--- src/rtl/booth_mult_seq_pkg.sv ---
// Shared types and sizing helpers for the sequential radix-2 Booth multiplier.
package booth_pkg;

  typedef enum logic [1:0] {
    IDLE,
    RUN
  } booth_state_t;

  // Step counter runs 0..WIDTH, so it needs enough bits for WIDTH+1 values.
  function automatic int cnt_width(input int width);
    return $clog2(width + 1);
  endfunction

endpackage

--- src/rtl/booth_mult_seq_if.sv ---
// Start/ready/done handshake and operand/result bus of the Booth multiplier.
interface booth_mult_seq_if #(
  parameter int WIDTH = 8
);
  logic                 valid;
  logic                 signed_mode;
  logic [WIDTH-1:0]     multiplicador;
  logic [WIDTH-1:0]     multiplicando;
  logic                 ready;
  logic                 busy;
  logic [2*WIDTH-1:0]   Mult;
  logic                 done;

  modport master (
    output valid, signed_mode, multiplicador, multiplicando,
    input  ready, busy, Mult, done
  );

  modport slave (
    input  valid, signed_mode, multiplicador, multiplicando,
    output ready, busy, Mult, done
  );
endinterface

--- src/rtl/booth_mult_seq_step.sv ---
// One radix-2 Booth iteration: add/subtract M by {Q[0],q_-1}, then arithmetic shift right.
module booth_step #(
  parameter int N = 9
) (
  input  logic [N-1:0] a,
  input  logic [N-1:0] q,
  input  logic         qm1,
  input  logic [N-1:0] m,
  output logic [N-1:0] a_nx,
  output logic [N-1:0] q_nx,
  output logic         qm1_nx
);
  logic [N-1:0] sum;

  always_comb begin
    case ({q[0], qm1})
      2'b01:   sum = a + m;
      2'b10:   sum = a - m;
      default: sum = a;
    endcase
    a_nx   = {sum[N-1], sum[N-1:1]};
    q_nx   = {sum[0], q[N-1:1]};
    qm1_nx = q[0];
  end
endmodule

--- src/rtl/booth_mult_seq.sv ---
// Sequential radix-2 Booth multiplier, signed/unsigned at runtime, optional edge-qualified start.
module booth_mult_seq
  import booth_pkg::*;
#(
  parameter int WIDTH      = 8,
  parameter bit EDGE_START = 1'b1
) (
  input  logic             CLK100MHZ,
  input  logic             reset,
  booth_mult_seq_if.slave  bus
);
  localparam int N  = WIDTH + 1;
  localparam int CW = cnt_width(WIDTH);

  booth_state_t       state;
  logic [N-1:0]       a_r, q_r, m_r;
  logic               qm1_r;
  logic [N-1:0]       a_nx, q_nx;
  logic               qm1_nx;
  logic [CW-1:0]      cnt;
  logic [2*WIDTH-1:0] mult_r;
  logic               done_r;
  logic               valid_q;
  logic               start_ok;

  always_comb start_ok = bus.valid && (!EDGE_START || !valid_q);

  booth_step #(.N(N)) u_step (
    .a      (a_r),
    .q      (q_r),
    .qm1    (qm1_r),
    .m      (m_r),
    .a_nx   (a_nx),
    .q_nx   (q_nx),
    .qm1_nx (qm1_nx)
  );

  always_ff @(posedge CLK100MHZ) begin
    if (reset) begin
      state   <= IDLE;
      a_r     <= '0;
      q_r     <= '0;
      m_r     <= '0;
      qm1_r   <= 1'b0;
      cnt     <= '0;
      mult_r  <= '0;
      done_r  <= 1'b0;
      valid_q <= 1'b0;
    end else begin
      valid_q <= bus.valid;
      done_r  <= 1'b0;
      case (state)
        IDLE: begin
          if (start_ok) begin
            // Extension to N bits makes one Booth datapath serve both signed and unsigned.
            m_r   <= {bus.signed_mode & bus.multiplicando[WIDTH-1], bus.multiplicando};
            q_r   <= {bus.signed_mode & bus.multiplicador[WIDTH-1], bus.multiplicador};
            a_r   <= '0;
            qm1_r <= 1'b0;
            cnt   <= '0;
            state <= RUN;
          end
        end
        RUN: begin
          a_r   <= a_nx;
          q_r   <= q_nx;
          qm1_r <= qm1_nx;
          if (cnt == CW'(N - 1)) begin
            mult_r <= {a_nx[WIDTH-2:0], q_nx};
            done_r <= 1'b1;
            state  <= IDLE;
          end else begin
            cnt <= cnt + CW'(1);
          end
        end
        default: state <= IDLE;
      endcase
    end
  end

  assign bus.ready = (state == IDLE);
  assign bus.busy  = (state != IDLE);
  assign bus.Mult  = mult_r;
  assign bus.done  = done_r;
endmodule

--- src/flat_wrapper.sv ---
// flat-port wrapper written by rule: the top's interface ports become plain ports
module booth_mult_seq_flat import booth_pkg::*;
#(
  parameter int WIDTH      = 8,
  parameter bit EDGE_START = 1'b1
)
  (CLK100MHZ, reset, bus_valid, bus_signed_mode, bus_multiplicador, bus_multiplicando, bus_ready, bus_busy, bus_Mult, bus_done);
  booth_mult_seq_if #(.WIDTH(WIDTH)) bus_i ();
  input  logic CLK100MHZ;
  input  logic reset;
  input wire logic [$bits(bus_i.valid)-1:0] bus_valid;
  input wire logic [$bits(bus_i.signed_mode)-1:0] bus_signed_mode;
  input wire logic [$bits(bus_i.multiplicador)-1:0] bus_multiplicador;
  input wire logic [$bits(bus_i.multiplicando)-1:0] bus_multiplicando;
  output wire logic [$bits(bus_i.ready)-1:0] bus_ready;
  output wire logic [$bits(bus_i.busy)-1:0] bus_busy;
  output wire logic [$bits(bus_i.Mult)-1:0] bus_Mult;
  output wire logic [$bits(bus_i.done)-1:0] bus_done;
  assign bus_i.valid = bus_valid;
  assign bus_i.signed_mode = bus_signed_mode;
  assign bus_i.multiplicador = bus_multiplicador;
  assign bus_i.multiplicando = bus_multiplicando;
  assign bus_ready = bus_i.ready;
  assign bus_busy = bus_i.busy;
  assign bus_Mult = bus_i.Mult;
  assign bus_done = bus_i.done;
  booth_mult_seq #(.WIDTH(WIDTH), .EDGE_START(EDGE_START)) u_core (.CLK100MHZ(CLK100MHZ), .reset(reset), .bus(bus_i));
endmodule
--- config.mk ---
export PLATFORM = sky130hd
export DESIGN_NAME = booth_mult_seq_flat
export DESIGN_NICKNAME = d
export VERILOG_FILES = /design/src/rtl/booth_mult_seq_pkg.sv /design/src/rtl/booth_mult_seq_if.sv /design/src/rtl/booth_mult_seq_step.sv /design/src/rtl/booth_mult_seq.sv /design/src/flat_wrapper.sv
export SDC_FILE = /design/constraint.sdc
export NUM_CORES = 1
export LEC_CHECK = 0
export CORE_MARGIN = 8
export CORE_UTILIZATION = 45
export CTS_CLUSTER_SIZE = 12
export DETAILED_ROUTE_END_ITERATION = 6
export PLACE_DENSITY = 0.69
export SLEW_MARGIN = 20
export SYNTH_ARGS = -nofsm -noshare
export SYNTH_HDL_FRONTEND = slang
export SYNTH_SLANG_ARGS = --single-unit
--- constraint.sdc ---
create_clock -name CLK100MHZ -period 4.16 [get_ports CLK100MHZ]
set_input_delay 0.624 -clock CLK100MHZ [delete_from_list [all_inputs] [get_ports CLK100MHZ]]
set_output_delay 0.624 -clock CLK100MHZ [all_outputs]
set_load 0.01 [all_outputs]
==> out/metrics.cfg <==
[run_status]
status = complete, no violations

[yosys]
synth_edf_count = 0
syn_area_per_cell_um2 = 7.836
yosys_most_used_dff = dfxtp_1
synthArstFlopShare = 0
yosysWarningCount = 0
syn-instance-count = 316
synth-seq-area-share = 0.4042
synth_fp_nets = 349
yosysMostFrequentCell = nand2_1
yosysTopAreaCell = dfxtp_1
synth_common_cells = 66 x nand2_1, 52 x a21oi_1, 50 x dfxtp_1, 26 x nor2_1
yosys_register_bits = 50
synth.distinct_cells = 36
synth_top_area_frac = 0.4042
yosys-top-cells-area = dfxtp_1 40%, a21oi_1 11%, nand2_1 10%
syn_area_um2 = 2476

[floorplanning]
die_height_um = 90.18
row_count = 27
start_util = 0.4581
die-area_um2 = 8132
io_pins = 39
core_um2 = 5405
die_x_um = 90.18

[final_layout]
nFillCells = 510
nets = 380
stdcell_area_um2 = 3019
n_antenna_cell = 0
area_growth_pct = 21.93
seq_area_um2 = 1001
drive_above_1_share = 0.04310
multi_input_area_um2 = 1368

[clocking]
clkSinkCount = 50
insertion_delay_ns = 0.31
ctsResizeCount = 0
cts_tree = built
postCtsHoldBufs = 0
cts.clk_slew.worst_paths_ns = 0.10
root_buffer = clkbuf_8
cts_max_path_buffers = 2
cts_inserted_buffers = 5
cts_setup_buffers = 0
htreeDepth = 2

[detailed_routing]
maxUsedRoutingLayer = met4
route.vias.total = 2194
totalWireLength_um = 5568
ant_nets = 0
drtIter0Drc = 101
dr_wl_met3_um = 279
drtPass1Iterations = 4
wl_per_cell_um = 13.26
dr_wl_met2_um = 2510
drc = 0
viasPerCell = 5.224
wl_met1_um = 2743

[min_path]
hold_path_depth = 2
hp-class = reg -> reg

[setup_path]
cp-start-kind = flip-flop
critical-path-max-stage-delay_ns = 0.76
critPathArrivalTime_ns = 2.08
cp_num_buf_inv = 2
crit_required_ns = 3.54
crit_path_end_kind = output pin
path_depth = 2
path_cells = clkinv_1 -> clkdlybuf4s50_1
path_class = reg -> out
ff2ff_path_depth = 9
cpMaxStageDelayCell = dfxtp_1
worst-path-max-fanout = 21
crit_family = buffers and inverters

[run]
maxCapViolations = 0

[power_and_ir_drop]
totalPowerFinal_uw = 1105
clock_power_share = 0.319
ir_worst_vdd_mv = 0.1868
p_seq_frac = 0.466
power_switching_uw = 318.0
switching_share = 0.2878
p_int_uw = 787.1
comb_power_share = 0.215
power_density_nw_per_um2 = 366.0
cellLeakagePower_uw = 0.001105

[sta]
finalSetupTns_ns = 0
setup_slack_ns = 1.454
worstMarginPinSlew_ns = 0.6937
finClkSkew_ns = 0.01283
final.min_clock_period_ns = 2.706
finalSetupViolations = 0
drv_slew = 0
relSlewSlack = 0.5362
fmax_mhz = 369.5
grt_setup_unrepaired = no
timing.final.crit_share = 0.6506
finalHoldViolCount = 0

[global_route]
grt_max_degree = 32
grt_pass1_wl_um = 9742
antenna_found_initial = 0
grt_remaining_overflow = 0
first_global_vias = 2115
track_usage = 0.1389

[placement]
place_congestion = 0.8722
dp_slack_ns = 1.595
dp_hpwl_um = 4011
placed_cell_area_um2 = 2903
portBuffers = 38

==> through the flow <==
step | hold slack [ns] | instances | utilization
4_1_cts | 0.4622 | 420 | 0.5586
6_report | 0.4583 | 420 | 0.5586
5_1_grt | 0.4821 | 420 | 0.5586
3_5_place_dp | 0.4474 | 412 | 0.5370
3_3_place_gp | 0.4414 | 412 | 0.5370
2_1_floorplan | 0.4444 | 316 | -
==> sequential cells by signal, indices dropped and copies added (netlist names) <==
signal and count:
u_core.qm1_r 1, u_core.bus.done 1, u_core.m_r 9, u_core.q_r 9
u_core.a_r 8, u_core.valid_q 1, u_core.state 1, u_core.bus.Mult 16
u_core.cnt 4
==> logic make-up after synthesis <==
group / Yosys count / synth area share
compound gates: 87 / 0.2062
simple gates: 120 / 0.2107
flops: 50 / 0.4042
xor+xnor: 14 / 0.04952
buf+inv: 28 / 0.04345
mux: 4 / 0.01718
fa+ha+maj: 13 / 0.06872
==> layer usage <==
layer,global-route usage,vias up
met5,0,-
met4,0.02635,0
met3,0.04156,4
met2,0.2264,40
met1,0.1772,999
li1,-,1151
==> final cells by class <==
type | count | share of cell area
timing repair buffer | 41 | 0.1334
inverter | 11 | 0.01368
clock buffer | 5 | 0.02279
multi-input combinational | 238 | 0.4530
sequential | 50 | 0.3315
tap | 72 | 0.02984
clock inverter | 3 | 0.01575
==> power by group through the flow <==
stage | sequential (µW) | combinational, µW | clock, µW
floorplan | 519 | 185 | 0
global placement | 526 | 235 | 0
detailed placement | 526 | 239 | 0
CTS | 515 | 240 | 363
finish | 515 | 238 | 353
global route | 519 | 269 | 383
==> worst register-to-register path: stages, from the launching register on <==
cell and delay [ns]:
dfxtp_1 0.36, ha_1 0.32, mux2_2 0.40, fa_1 0.44, nor2b_1 0.17, o2111ai_1 0.12
nand3_1 0.14, xor2_1 0.15, nand2_1 0.09, a311oi_1 0.24
==> cells in the final DEF (no fill, tap or decap), types with 2 or more instances in the layout <==
master	count
and3_1	3
clkbuf_8	5
o21ai_0	9
ha_1	12
mux2_2	2
a31oi_1	7
a211oi_1	2
nand3b_1	2
a311oi_1	4
buf_4	3
a21o_1	3
mux2i_1	2
nor2b_1	6
a21oi_1	52
clkdlybuf4s50_1	38
inv_1	10
nand2_1	66
nor2_1	26
xnor2_1	11
o2111ai_1	2
dfxtp_1	50
nor3_1	7
nand4_1	2
xor2_1	3
o41ai_1	2
nand3_1	6
==> final timing paths <==
check,start,to,slack [ns]
hold / removal,u_core.bus.Mult[3],u_core.bus.Mult[3],0.46
setup / recovery,u_core.state[0],bus_ready,1.45
hold reg to reg,u_core.bus.Mult[3],u_core.bus.Mult[3],0.46
setup reg to reg,u_core.q_r[0],u_core.a_r[5],1.64
(Power assumes the default switching activity.)
